==> src/rtl/rle_pkg.sv <==
// Shared types for the run-length encoder: FSM state, record layout,
// default field widths and the drop counter width.
package rle_pkg;

    localparam int REC_DW     = 8;
    localparam int REC_CNT_W  = 8;
    localparam int DROP_CNT_W = 16;

    typedef enum logic {
        IDLE,
        RUN
    } rle_state_t;

    typedef struct packed {
        logic [REC_DW-1:0]    data;
        logic [REC_CNT_W-1:0] run;
    } rle_rec_t;

endpackage

==> src/rtl/rle_fifo.sv <==
// First-word-fall-through record FIFO for the run-length encoder.
// Ports: clk, rst (async, active-high), push/din/full, pop/dout/empty.
// A push while full is accepted only if a pop happens on the same edge.
// dout keeps the last popped record while the FIFO is empty.
module rle_fifo
    import rle_pkg::*;
#(
    parameter int DEPTH = 4
) (
    input  logic     clk,
    input  logic     rst,
    input  logic     push,
    input  rle_rec_t din,
    output logic     full,
    input  logic     pop,
    output rle_rec_t dout,
    output logic     empty
);

    localparam int AW = $clog2(DEPTH);

    rle_rec_t          mem [DEPTH];
    rle_rec_t          last;
    logic [AW-1:0]     wr_ptr;
    logic [AW-1:0]     rd_ptr;
    logic [AW:0]       count;
    logic              do_push;
    logic              do_pop;

    assign empty   = (count == '0);
    assign full    = (count == (AW+1)'(DEPTH));
    assign do_pop  = pop && !empty;
    assign do_push = push && (!full || do_pop);
    assign dout    = empty ? last : mem[rd_ptr];

    always_ff @(posedge clk) begin
        if (do_push) begin
            mem[wr_ptr] <= din;
        end
    end

    always_ff @(posedge clk or posedge rst) begin
        if (rst) begin
            wr_ptr <= '0;
            rd_ptr <= '0;
            count  <= '0;
            last   <= '0;
        end else begin
            if (do_push) begin
                wr_ptr <= wr_ptr + AW'(1);
            end
            if (do_pop) begin
                rd_ptr <= rd_ptr + AW'(1);
                last   <= mem[rd_ptr];
            end
            unique case ({do_push, do_pop})
                2'b10:   count <= count + (AW+1)'(1);
                2'b01:   count <= count - (AW+1)'(1);
                default: count <= count;
            endcase
        end
    end

endmodule

==> src/rtl/rle_encoder.sv <==
// Run-length encoder: folds repeated samples into (value, run) records
// queued in a FWFT FIFO behind a valid/ready output.
// Ports: clk, rst (async, active-high), in_data/in_en, flush,
// out_valid/out_ready/out_data/out_run, ovf (sticky drop flag).
// Build option RLE_DROP_CNT_EN adds drop_cnt, a saturating count of
// records dropped on a full FIFO.
module rle_encoder
    import rle_pkg::*;
#(
    parameter int DW         = REC_DW,
    parameter int CNT_W      = REC_CNT_W,
    parameter int FIFO_DEPTH = 4
) (
    input  logic                  clk,
    input  logic                  rst,
    input  logic [DW-1:0]         in_data,
    input  logic                  in_en,
    input  logic                  flush,
    output logic                  out_valid,
    input  logic                  out_ready,
    output logic [DW-1:0]         out_data,
    output logic [CNT_W-1:0]      out_run,
`ifdef RLE_DROP_CNT_EN
    output logic [DROP_CNT_W-1:0] drop_cnt,
`endif
    output logic                  ovf
);

    localparam logic [CNT_W-1:0] RUN_MAX = '1;

    rle_state_t        state;
    rle_state_t        state_n;
    logic [DW-1:0]     cur_val;
    logic [DW-1:0]     val_n;
    logic [CNT_W-1:0]  run;
    logic [CNT_W-1:0]  run_n;
    logic              emit;
    logic              full;
    logic              empty;
    logic              drop;
    rle_rec_t          push_rec;
    rle_rec_t          pop_rec;

    always_ff @(posedge clk or posedge rst) begin
        if (rst) begin
            state   <= IDLE;
            cur_val <= '0;
            run     <= '0;
        end else begin
            state   <= state_n;
            cur_val <= val_n;
            run     <= run_n;
        end
    end

    always_comb begin
        state_n = state;
        val_n   = cur_val;
        run_n   = run;
        emit    = 1'b0;
        unique case (state)
            IDLE: begin
                if (in_en) begin
                    val_n   = in_data;
                    run_n   = CNT_W'(1);
                    state_n = RUN;
                end
            end
            RUN: begin
                if (flush) begin
                    emit = 1'b1;
                    if (in_en) begin
                        val_n = in_data;
                        run_n = CNT_W'(1);
                    end else begin
                        run_n   = '0;
                        state_n = IDLE;
                    end
                end else if (in_en) begin
                    if (in_data != cur_val) begin
                        emit  = 1'b1;
                        val_n = in_data;
                        run_n = CNT_W'(1);
                    end else if (run != RUN_MAX) begin
                        run_n = run + CNT_W'(1);
                    end else begin
                        // Saturated run closes; this sample opens the next.
                        emit  = 1'b1;
                        run_n = CNT_W'(1);
                    end
                end
            end
            default: state_n = IDLE;
        endcase
    end

    assign push_rec.data = REC_DW'(cur_val);
    assign push_rec.run  = REC_CNT_W'(run);

    rle_fifo #(
        .DEPTH(FIFO_DEPTH)
    ) u_fifo (
        .clk  (clk),
        .rst  (rst),
        .push (emit),
        .din  (push_rec),
        .full (full),
        .pop  (out_ready),
        .dout (pop_rec),
        .empty(empty)
    );

    assign out_valid = !empty;
    assign out_data  = DW'(pop_rec.data);
    assign out_run   = CNT_W'(pop_rec.run);

    // A full FIFO only has room if the consumer pops on this same edge.
    assign drop = emit && full && !out_ready;

    always_ff @(posedge clk or posedge rst) begin
        if (rst) begin
            ovf <= 1'b0;
        end else if (drop) begin
            ovf <= 1'b1;
        end
    end

`ifdef RLE_DROP_CNT_EN
    always_ff @(posedge clk or posedge rst) begin
        if (rst) begin
            drop_cnt <= '0;
        end else if (drop && drop_cnt != '1) begin
            drop_cnt <= drop_cnt + DROP_CNT_W'(1);
        end
    end
`endif

endmodule

==> config.mk <==
export PLATFORM = sky130hd
export DESIGN_NAME = rle_encoder
export DESIGN_NICKNAME = d
export VERILOG_FILES = /design/src/rtl/rle_pkg.sv /design/src/rtl/rle_fifo.sv /design/src/rtl/rle_encoder.sv
export SDC_FILE = /design/constraint.sdc
export NUM_CORES = 1
export LEC_CHECK = 0
export ABC_AREA = 1
export BUFFER_PORTS_ARGS = -buffer_cell sky130_fd_sc_hd__buf_2
export CAP_MARGIN = 20
export CORE_ASPECT_RATIO = 2
export CORE_UTILIZATION = 60
export CTS_BUF_LIST = sky130_fd_sc_hd__clkbuf_4 sky130_fd_sc_hd__clkbuf_8 sky130_fd_sc_hd__clkbuf_16
export CTS_CLUSTER_DIAMETER = 200
export DETAILED_ROUTE_END_ITERATION = 7
export HOLD_SLACK_MARGIN = 0.05
export PLACE_DENSITY = 0.79
export SLEW_MARGIN = 10
export SYNTH_ARGS = -nofsm -noshare
export SYNTH_HDL_FRONTEND = slang
export SYNTH_SLANG_ARGS = --single-unit
export TNS_END_PERCENT = 20
==> constraint.sdc <==
create_clock -name clk -period 2.65 [get_ports clk]
set_clock_uncertainty 0.15 [all_clocks]
set_input_delay 0.1325 -clock clk [delete_from_list [all_inputs] [get_ports clk]]
set_output_delay 0.1325 -clock clk [all_outputs]
set_load 0.1 [all_outputs]
==> results.yml <==
detailed_routing:
  vias: 3128
  firstDrtPassIters: 5
  drtAntennaViolNets: 0
  routedWlPerCell_um: 16.26
  wl_mm: 9.107
  drtIter0Drc: 252
  drc: 0
  post_drt_via_cell_ratio: 5.586
setup_path:
  cp.arrival_ns: 2.57
  worst-path-stages: 14
  start_kind: "flop"
  crit_fanout: 7
  required_ns: 2.73
  r2r_cells: 14
  crit_path_cell_trace: "ha_1, nand2_2, nor2_1, nand4_1, nand3_1, nand2_1, nand2_2, nand2_4, ha_1, inv_1, fa_2, a21oi_2, o21ai_1, xor2_1"
  worstSetupPathType: "flop to flop"
  worst_path_max_delay_cell: "dfrtp_1"
  reg2reg_setup_slack_ns: 0.15
  slowest_delay_ns: 0.40
  endpoint_kind: "flop"
  path_buf_inv: 1
  cpLargestDelayFamily: "adder cells"
floorplan:
  fp.dieW_um: 63.95
  start_util: 0.6290
  core_sq_um: 7322
  die-area_sq_um: 8052
  rows: 44
  die_h_um: 125.9
  io_pins: 31
flow_run:
  drv_cap: 0
timing:
  setup_slack_ns: 0.1545
  tightest_slew_ns: 0.5872
  timing.slew.headroom: 0.6080
  hold_viol_final: 0
  finalSetupViolCount: 0
  fmax_mhz: 400.7
  slew_violations: 0
  period_minus_slack_ns: 2.496
  finalSetupTns_ns: 0
  finalCritPeriodShare: 0.9417
  rsz0062_at_grt: "false"
clock_tree:
  clock_latency_ns: 0.34
  path_clk_slew_ns: 0.07
  root_buffer: "clkbuf_16"
  cts_tree: "done"
  cts_buffers: 9
  cts_htree_levels: 3
  cts_sinks: 105
  clock_path_buffers: 2
layout:
  fin_cells: 560
  antenna_cells: 0
  fin_util: 0.7172
  drive_gt1_frac: 0.2009
  syn_to_final_growth_pct: 14.02
  fin_nets: 483
yosys:
  netlist_instances: 416
  ys_types: 34
  ys_seq_area_frac: 0.6400
  syn_nets: 436
  yosysWarnings: 0
  syn_area_sq_um: 4606
  async_flop_share: 0.3905
  synth_ff_type: "edfxtp_1"
  synth_seq_cells: 105
  syn_avg_cell_area_sq_um: 11.07
  synth_top_area_cell: "edfxtp_1"
  synth_top_area_share: 0.4173
  synth_common_cells: "nand2_1 (128), edfxtp_1 (64), dfrtp_1 (41), inv_1 (31), a21oi_1 (18)"
  yosysMostFrequentCell: "nand2_1"
  synth_edf_count: 64
  synthTopCellsByArea: "edfxtp_1 (42%), dfrtp_1 (22%), nand2_1 (10%)"
placed_design:
  dp_cells: 533
  globalplace.congestion: 0.9180
  port_buffers: 30
  dpl.hpwl_mm: 5.882
  post-place-ws_ns: 0.08346
hold_path:
  holdCritPathClass: "input port to flop"
  hold_path_depth: 5
grt:
  grt_pass1_vias: 3125
  grt_start_max_net_pins: 42
  antenna_found_initial: 0
  grt_pass1_wl_mm: 15.25
  grt_remaining_overflow: 0
  grtUsageTotal: 0.2552
outcome:
  status: "finished clean"
[path summary, 6_finish.rpt]
kind / startpoint / endpoint
worst max-delay path: run[0] / u_fifo.count[2]
worst min-delay path: out_ready / u_fifo.rd_ptr[1]
worst max register to register: run[0] / u_fifo.count[2]
worst min register to register: ovf / ovf
max in group asynchronous: rst / u_fifo.rd_ptr[0]
min in group asynchronous: rst / cur_val[4]
[metrics by stage]
stage | cell area [sq um] | hold WS, ns
CTS | 5231 | 0.06166
global route | 5251 | 0.09436
floorplan | 4609 | 0.08981
global placement | 4845 | 0.1590
detailed placement | 4845 | 0.1535
finish | 5251 | 0.06948
[worst min-delay path, delay by kind of cell]
kind	cells	cell delay, ns
xor gates and xnor gates	1	0.06
buffers and inverters	2	0.19
and+or+nand+nor	2	0.14
[cell usage in the layout (no fill, tap or decap), types with 2 or more instances in the layout]
cell and instances:
a21oi_1 17, a21oi_2 2, a32o_1 16, buf_2 30, buf_4 13, clkbuf_16 9
clkinv_2 4, dfrtp_1 39, dfrtp_2 2, dlygate4sd3_1 10, edfxtp_1 64, ha_1 6
inv_1 30, inv_2 3, nand2_1 127, nand2_2 8, nand3_1 6, nand4_1 2
nor2_1 11, nor2_2 2, nor2_4 3, nor3_1 2, o21ai_0 8, o21ai_1 20
o21ai_2 11, xnor2_1 8, xor2_1 5
[state kept, by name (all words and copies together) (netlist names)]
register       flops
state              1
u_fifo.last       16
run                8
u_fifo.rd_ptr      2
ovf                1
cur_val            8
u_fifo.mem        64
u_fifo.count       3
u_fifo.wr_ptr      2
[routing by layer]
layer | vias up | global-route usage | part of all wire
li1 | 1495 | - | -
met5 | - | 0 | 0
met1 | 1515 | 0.2920 | 0.38
met3 | 23 | 0.04529 | 0.040
met2 | 95 | 0.4462 | 0.55
met4 | 0 | 0.1310 | 0.030
[cell families after synthesis]
family,share of synthesized area
simple gates,0.1502
flops,0.6400
compound gates,0.1103
buf+inv,0.05406
xor+xnor,0.02472
fa+ha+maj,0.02065
[what timing repair did]
action                                  4_1_cts  5_1_grt
setup buffers                                 0        1
hold buffers                                 10        0
gates resized for setup                       0        8
endpoints found under the hold margin        51        0
endpoints found under the setup margin        0       17
[layout make-up]
class                      count  area, sq um
clock buffer                   9        225.2
inverter                      34        130.1
fill                         492         2071
timing repair buffer          53        347.8
multi-input combinational    260         1421
clock inverter                 7        61.31
sequential                   105         2950
tap                           92        115.1
Power is not shown: default switching activity piles up to over one toggle a cycle in this logic, so the estimate is an artifact.
